$ cat config.mk
export PLATFORM = sky130hd
export DESIGN_NAME = rr_arbiter8
export DESIGN_NICKNAME = d
export VERILOG_FILES = /design/src/rtl/rr_arbiter8_pkg.sv /design/src/rtl/rr_arbiter8_decoder.sv /design/src/rtl/rr_arbiter8.sv
export SDC_FILE = /design/constraint.sdc
export NUM_CORES = 1
export LEC_CHECK = 0
export ABC_AREA = 1
export CORE_MARGIN = 4
export CORE_UTILIZATION = 48
export CTS_BUF_LIST = sky130_fd_sc_hd__clkbuf_2
export CTS_CLUSTER_SIZE = 12
export DETAILED_ROUTE_END_ITERATION = 6
export DONT_BUFFER_PORTS = 1
export GPL_ROUTABILITY_DRIVEN = 0
export SETUP_SLACK_MARGIN = 0.15
export SYNTH_ARGS = -nofsm -noshare
export SYNTH_HDL_FRONTEND = slang
export SYNTH_SLANG_ARGS = --single-unit
$ cat constraint.sdc
create_clock -name clk -period 3.6 [get_ports clk]
set_input_delay 1.08 -clock clk [delete_from_list [all_inputs] [get_ports clk]]
set_output_delay 1.08 -clock clk [all_outputs]
set_load 0.02 [all_outputs]
$ cat src/rtl/rr_arbiter8_pkg.sv
// Shared definitions for the eight-way round-robin arbiter: requester
// count, index width, FSM state encoding and the hold counter width.
package rr_arbiter8_pkg;

  localparam int NUM_REQ    = 8;
  localparam int REQ_IDX_W  = 3;
  localparam int HOLD_CNT_W = 8;

  typedef enum logic [1:0] {
    ARB_IDLE  = 2'd0,
    ARB_GRANT = 2'd1,
    ARB_GAP   = 2'd2
  } arb_state_e;

  typedef logic [NUM_REQ-1:0]    req_vec_t;
  typedef logic [REQ_IDX_W-1:0]  req_idx_t;
  typedef logic [HOLD_CNT_W-1:0] hold_cnt_t;

endpackage

$ cat src/rtl/rr_arbiter8_decoder.sv
// 3-to-8 one-hot decoder. Purely combinational; the arbiter feeds it from
// the registered grant index so the grant vector has no path from req.
module decoder
  import rr_arbiter8_pkg::*;
(
  input  logic [REQ_IDX_W-1:0] sel_i,
  output logic [NUM_REQ-1:0]   onehot_o
);

  // One output bit per requester, high when the select matches its index.
  generate
    for (genvar gi = 0; gi < NUM_REQ; gi++) begin : g_dec
      assign onehot_o[gi] = (sel_i == REQ_IDX_W'(gi));
    end
  endgenerate

endmodule

$ cat src/rtl/rr_arbiter8.sv
// Eight-requester round-robin arbiter. A winner holds the resource until it
// drops its request or MAX_HOLD cycles elapse; then one GAP cycle and one
// IDLE cycle pass before the next arbitration, which starts scanning just
// above the previous winner. MAX_HOLD must lie in 2..255 so the terminal
// count fits the 8-bit hold counter.
module rr_arbiter8
  import rr_arbiter8_pkg::*;
#(
  parameter int MAX_HOLD = 16
) (
  input  logic                 clk,
  input  logic                 reset_n,
  input  logic [NUM_REQ-1:0]   req,
  output logic [NUM_REQ-1:0]   grant,
  output logic [REQ_IDX_W-1:0] grant_id,
  output logic                 grant_valid,
  output logic                 expired
);

  // Last hold count value before a forced release.
  localparam hold_cnt_t HOLD_LAST = HOLD_CNT_W'(MAX_HOLD - 1);

  arb_state_e state_q,    state_d;
  req_idx_t   ptr_q,      ptr_d;
  req_idx_t   grant_id_q, grant_id_d;
  hold_cnt_t  hold_cnt_q, hold_cnt_d;
  logic       expired_q,  expired_d;

  logic       pick_found;
  req_idx_t   pick_idx;
  req_vec_t   dec_onehot;

  // Priority scan starting at ptr with wrap: rotate the request vector so
  // ptr lands at bit 0, take the lowest set bit, then add ptr back.
  function automatic logic [REQ_IDX_W:0] rr_pick(input req_vec_t r, input req_idx_t p);
    logic [2*NUM_REQ-1:0] dbl;
    req_vec_t             rot;
    req_idx_t             idx;
    req_idx_t             winner;
    logic                 found;
    dbl   = {r, r} >> p;
    rot   = dbl[NUM_REQ-1:0];
    idx   = '0;
    found = 1'b0;
    for (int i = NUM_REQ - 1; i >= 0; i--) begin
      if (rot[i]) begin
        idx   = REQ_IDX_W'(i);
        found = 1'b1;
      end
    end
    winner = idx + p;
    return {found, winner};
  endfunction

  // Candidate winner for the current request vector and pointer.
  always_comb begin
    {pick_found, pick_idx} = rr_pick(req, ptr_q);
  end

  // State register: every piece of arbiter state, cleared by reset_n.
  always_ff @(posedge clk) begin
    if (!reset_n) begin
      state_q    <= ARB_IDLE;
      ptr_q      <= '0;
      grant_id_q <= '0;
      hold_cnt_q <= '0;
      expired_q  <= 1'b0;
    end else begin
      state_q    <= state_d;
      ptr_q      <= ptr_d;
      grant_id_q <= grant_id_d;
      hold_cnt_q <= hold_cnt_d;
      expired_q  <= expired_d;
    end
  end

  // Next-state logic: arbitration in IDLE, release/timeout in GRANT,
  // pointer advance in GAP. expired defaults low so it lasts one cycle.
  always_comb begin
    state_d    = state_q;
    ptr_d      = ptr_q;
    grant_id_d = grant_id_q;
    hold_cnt_d = hold_cnt_q;
    expired_d  = 1'b0;
    unique case (state_q)
      ARB_IDLE: begin
        if (pick_found) begin
          grant_id_d = pick_idx;
          hold_cnt_d = '0;
          state_d    = ARB_GRANT;
        end
      end
      ARB_GRANT: begin
        // Only the holder's request bit matters here; release wins over
        // the timeout when both happen on the same cycle.
        if (!req[grant_id_q]) begin
          state_d = ARB_GAP;
        end else if (hold_cnt_q == HOLD_LAST) begin
          state_d   = ARB_GAP;
          expired_d = 1'b1;
        end else begin
          hold_cnt_d = hold_cnt_q + 1'b1;
        end
      end
      ARB_GAP: begin
        ptr_d   = grant_id_q + 1'b1;
        state_d = ARB_IDLE;
      end
      default: begin
        state_d = ARB_IDLE;
      end
    endcase
  end

  // One-hot grant for the registered winner.
  decoder u_decoder (
    .sel_i    (grant_id_q),
    .onehot_o (dec_onehot)
  );

  // Outputs: all taken from registered state, the grant masked by validity.
  always_comb begin
    grant_valid = (state_q == ARB_GRANT);
    grant_id    = grant_id_q;
    expired     = expired_q;
    grant       = dec_onehot & {NUM_REQ{grant_valid}};
  end

endmodule

Yosys cells after proc, flatten, opt, wreduce, memory -nomap -nowiden
Cells that the tools add are included.

word-level totals
  bits in registers = 17
  input port bits = 10
  output and inout bits = 13
  word-level logic and storage cells = 59

operators by class
  add/subtract/negate cells = 3
  $lt $le $gt $ge = 1
  equality and inequality tests = 14
  shift-type cells = 1
  muxes and demuxes = 27
  bitwise gates (word level) = 1
  reduce and logical (&&, ||, !) cells = 7

operators with widths
  operator               number
  $mux W3                8
  $mux W8                3
  $pmux W8 S2            1
  $shr A16 B3 Y8         1
  $eq A3 B3 Y1 const B   4
  $mux W1                10
  $add A8 B1 Y8 const B  1
  $and A8 B8 Y8          1
  $eq A8 B4 Y1 const B   1
  $eq A3 B2 Y1 const B   2
  $mux W2                3
  $lt A3 B4 Y1 const B   1
  $ne A2 B2 Y1 const B   2
  $pmux W2 S2            1
  $reduce_and A2 Y1      2
  $reduce_and A4 Y1      1
  $add A3 B1 Y3 const B  1
  $add A3 B3 Y3          1
  $bmux W1 S3            1
  $eq A3 B1 Y1 const B   1
  $logic_not A3 Y1       1
  $ne A3 B2 Y1 const B   1
  $reduce_and A3 Y1      1
  $eq A2 B1 Y1 const B   1
  4 further kinds        4

Logic depth before layout (Yosys ltp)
  word-level depth = 11
  gate-level depth with buffers = 20

Cells and area by module
Synthesis repeated with hierarchy kept, for this count alone.

unflattened totals
  cell total of the unflattened synthesis = 248
  area, all modules = 1458.9 um2

modules (own cells, without submodules)
  module       times used  cells each  area each (um2)  sequential area each (um2)
  rr_arbiter8  1           233         1402.6           340.3
  decoder      1           15          56.3             0.0

Worst setup path before layout
Ideal clock, no wire load.

  path kind = input to register
  start = in req[1]
  end = reg grant_id_q[2] (netlist: grant_id[2])
  data arrival time = 2.845 ns
  required time = 3.526 ns
  slack = 0.681 ns
  cell stages on the path = 18
  path buffers = 0
  cell sequence = nand2_1 -> nand3_2 -> nand2_1 -> nand2_1 -> nand2_1 -> nand3_1 -> nand2_1 -> nand2_1 -> nand2_1 -> nand2_1 -> a21boi_0 -> ha_1 -> inv_1 -> fa_1 -> xnor2_1 -> nor2_1 -> nand3b_1 -> o21ai_0

between the ends
  cells in the longest elaborated chain, start to end = 10

RTL lines
  item                                                line               RTL
  start: declaration                                  rr_arbiter8.sv:13  input logic [NUM_REQ-1:0] req,
  $shr A16 B3 Y8 *                                    rr_arbiter8.sv:41  dbl = {r, r} >> p;
  $mux W3 or $mux W1 (tied branches) (8 in a row)     rr_arbiter8.sv:46  if (rot[i]) begin
  $add A3 B3 Y3 or $reduce_and A2 Y1 (tied branches)  n/a
  end signal: assignment                              rr_arbiter8.sv:71  grant_id_q <= grant_id_d;
  end: declaration                                    rr_arbiter8.sv:25  req_idx_t grant_id_q, grant_id_d;

Mark *: on every way between the ends. The rest lies on a longest branch, timed or not.
A chain may end at the register's enable or synchronous reset.

Final worst setup path
  start = reg state_q[0]
  end = out grant[4]

between the ends
  cells in the longest elaborated chain, start to end = 2

RTL lines
  item                      line                RTL
  start: declaration        rr_arbiter8.sv:23   arb_state_e state_q, state_d;
  start signal: assignment  rr_arbiter8.sv:69   state_q <= state_d;
  $eq A2 B1 Y1              rr_arbiter8.sv:123  grant_valid = (state_q == ARB_GRANT);
  $and A8 B8 Y8             rr_arbiter8.sv:126  grant = dec_onehot & {NUM_REQ{grant_valid}};
  end: declaration          rr_arbiter8.sv:14   output logic [NUM_REQ-1:0] grant,

Every way passes these cells.

==> results.txt <==
Status: finished, final reports clean
Critical path class: reg -> out
Synth top area cells: dfxtp_1 (23%), nand2_1 (16%), nand3_1 (8.1%), nor2_1 (7.3%), ha_1 (6.7%)
Clock Power Share: 12.2%
Setup TNS: 0 ns
TritonCTS Sinks: 17
Filler Cells Inserted: 300
First-pass GRT wire length: 6270 µm
Cts repair resizes: 0
Leak: 0.677 nW
Top-area cell type share of the netlist area: 22.8%
Total GRT Usage: 19.0%
Top fanout value on the critical path: 17
Core box area: 0.00285 mm²
Reg power frac: 37.5%
Post-synth design cell area: 0.00149 mm²
Clock latency on the worst-skew pair: 0.29 ns
Nets: 262
# IOs: 23
Combinational Power Share: 50.3%
Ys flop type: dfxtp_1
Final Skew: 0.00878 ns
Count of cell types in the netlist: 30
Cell area after layout: 0.00155 mm²
Layout area overhead: 4.20%
Overflow left after global routing: 0
Antenna-violating nets left: 0
Final Max Tran Viols: 0
CP most frequent cell: buf_4
Cts bufs inserted: 3
DR WL/cell: 13.0 µm
R2R Setup Slk: 0.84 ns
Commonest cells post-synth: nand2_1 (64), nor2_1 (29), nand3_1 (24)
Post-Syn Instances: 237
Critical-path top delay cell: dfxtp_1
Critical path, cell by cell: inv_1 -> nor2_1 -> buf_4 -> clkinv_1 -> nor3_1 -> buf_4
Via count: 1463
Syn Area/Cell: 6.29 µm²
Share of flip-flops with an asynchronous set or reset: 0%
Flops & latches, synth: 17
Pwr dens: 459 mW/mm²
DRT iter0 DRCs: 128
DP HPWL: 2820 µm
Finish-stage setup viols: 0
CTS tree: done
Routed WL: 3550 µm
Crit. End Element: primary output
Worst IR Drop VDD: 0.233 mV
CTS H-tree depth: 1
Net Count, Synth: 256
Most common cell in the netlist: nand2_1
Clock tree root driver cell: clkbuf_2
Final Cycle Share: 83.3%
Unrepaired setup endpoints after global routing: no
Max Cap Viol: 0
CP arrival: 1.92 ns
Relative slew slack: 65.5%
Clk buf depth: 2
Worst-Margin Slew: 0.517 ns
Hold Vio Cnt, Final: 0
IO buf count: 0
Row count: 19
Synth area leader: dfxtp_1
Initial antenna violation count: 0
Register area share after synthesis: 22.8%
Die H: 63.7 µm
Vias in the first global route: 1425
Post-CTS Hold Buffers: 0
Syn. warnings: 0
Layout cell share with drive strength beyond 1: 15.3%
Internal Pwr Total: 0.360 mW
Worst Hold Class: reg -> reg
Minimum clock period: 3.00 ns
Die Width: 63.7 µm
Setup Buffers After CTS: 0
Diode count: 0
Clk slew on worst S/H paths: 0.16 ns
Switch Pwr: 0.353 mW
DRC: 0
Vias/cell: 5.36
Net Sw Frac: 49.5%
DR pass1 iterations: 5
Startpoint types: flop
Largest net degree at the start of global routing: 18
Max frequency: 333 MHz
Initial Util: 52.2%
WP data required: 2.52 ns
Number of synthesized flops with an enable pin: 0
Die area: 0.00406 mm²
Critical Path Max Stage Delay: 0.36 ns
Placed Area: 0.00153 mm²
## power by group through the flow
stage	clock network (mW)	registers (mW)	logic (mW)
finish	0.0870	0.267	0.359
global route	0.102	0.273	0.416
CTS	0.0923	0.268	0.362
detailed placement	0	0.273	0.359
global placement	0	0.273	0.353
floorplan	0	0.248	0.306
## metrics by stage
step	setup slack [ns]	hold slack [ns]	instances	total power [mW]	utilization [%]
after floorplan	0.681	0.474	237	0.554	-
after CTS	0.595	0.526	273	0.722	54.4
final	0.601	0.524	273	0.713	54.4
after detailed placement	0.477	0.505	269	0.631	53.7
after global routing	0.436	0.555	273	0.791	54.4
after global placement	0.553	0.492	269	0.625	53.7
## cell families (layout without fill, tap and decap cells)
logic type	Yosys count	after routing	synth area share (%)
AND/OR/NAND/NOR	154	154	48.5
buffers and inverters	29	34	9.57
AO/OA/AOI/OAI	24	24	8.65
flip-flops	17	17	22.8
adder cells (fa/ha/maj)	9	9	8.06
XOR/XNOR	4	4	2.35
## metal layers
metal	share of wire (%)	vias up	global-route usage, %
li1	-	772	-
met1	42	645	21.6
met2	52	38	35.1
met3	4.8	8	3.20
met4	1.5	0	7.28
met5	0	-	0
## layout by cell type, fill, tap and decap left out
cell type and instances:
xnor2_1 3, clkinv_1 2, ha_1 8, a2111oi_0 1, clkbuf_2 4, o21ai_0 9
nand4_1 2, nand3b_1 3, nor3_1 7, xor2_1 1, nand2_2 16, inv_6 1
nor2_4 1, a21boi_0 1, dfxtp_1 17, inv_4 1, nand3_1 24, a21oi_1 12
or2_2 1, o21bai_1 1, inv_1 18, buf_4 7, nand2_1 64, nand2_4 1
fa_1 1, nor2_1 29, nand3_2 4, nor3b_1 2, inv_2 1
## registers in the layout (all words and copies together), names as in the netlist
register / flops
hold_cnt_q: 8
expired: 1
ptr_q: 3
grant_id: 3
state_q: 2
## layout make-up
class	instances	area (µm²)	area share, %
multi-input combinational	191	1010	64.9
sequential	17	340	21.9
clock buffer	4	20.0	1.29
timing repair buffer	7	52.6	3.38
tap	31	38.8	2.50
inverter	23	93.8	6.04
## critical path, delay by kind of cell (launching register included)
family	cells	cell delay, ns
buffers and inverters	4	0.80
AND/OR/NAND/NOR	2	0.46
flip-flops	1	0.36
## worst paths after layout
kind / startpoint / endpoint / cells past startpoint
max: state_q[0] / grant[4] / 6
min: hold_cnt_q[7] / hold_cnt_q[7] / 2
max reg2reg: ptr_q[0] / grant_id[2] / 19
min reg2reg: hold_cnt_q[7] / hold_cnt_q[7] / 2
Note: power is estimated with default switching activity, not from simulation.
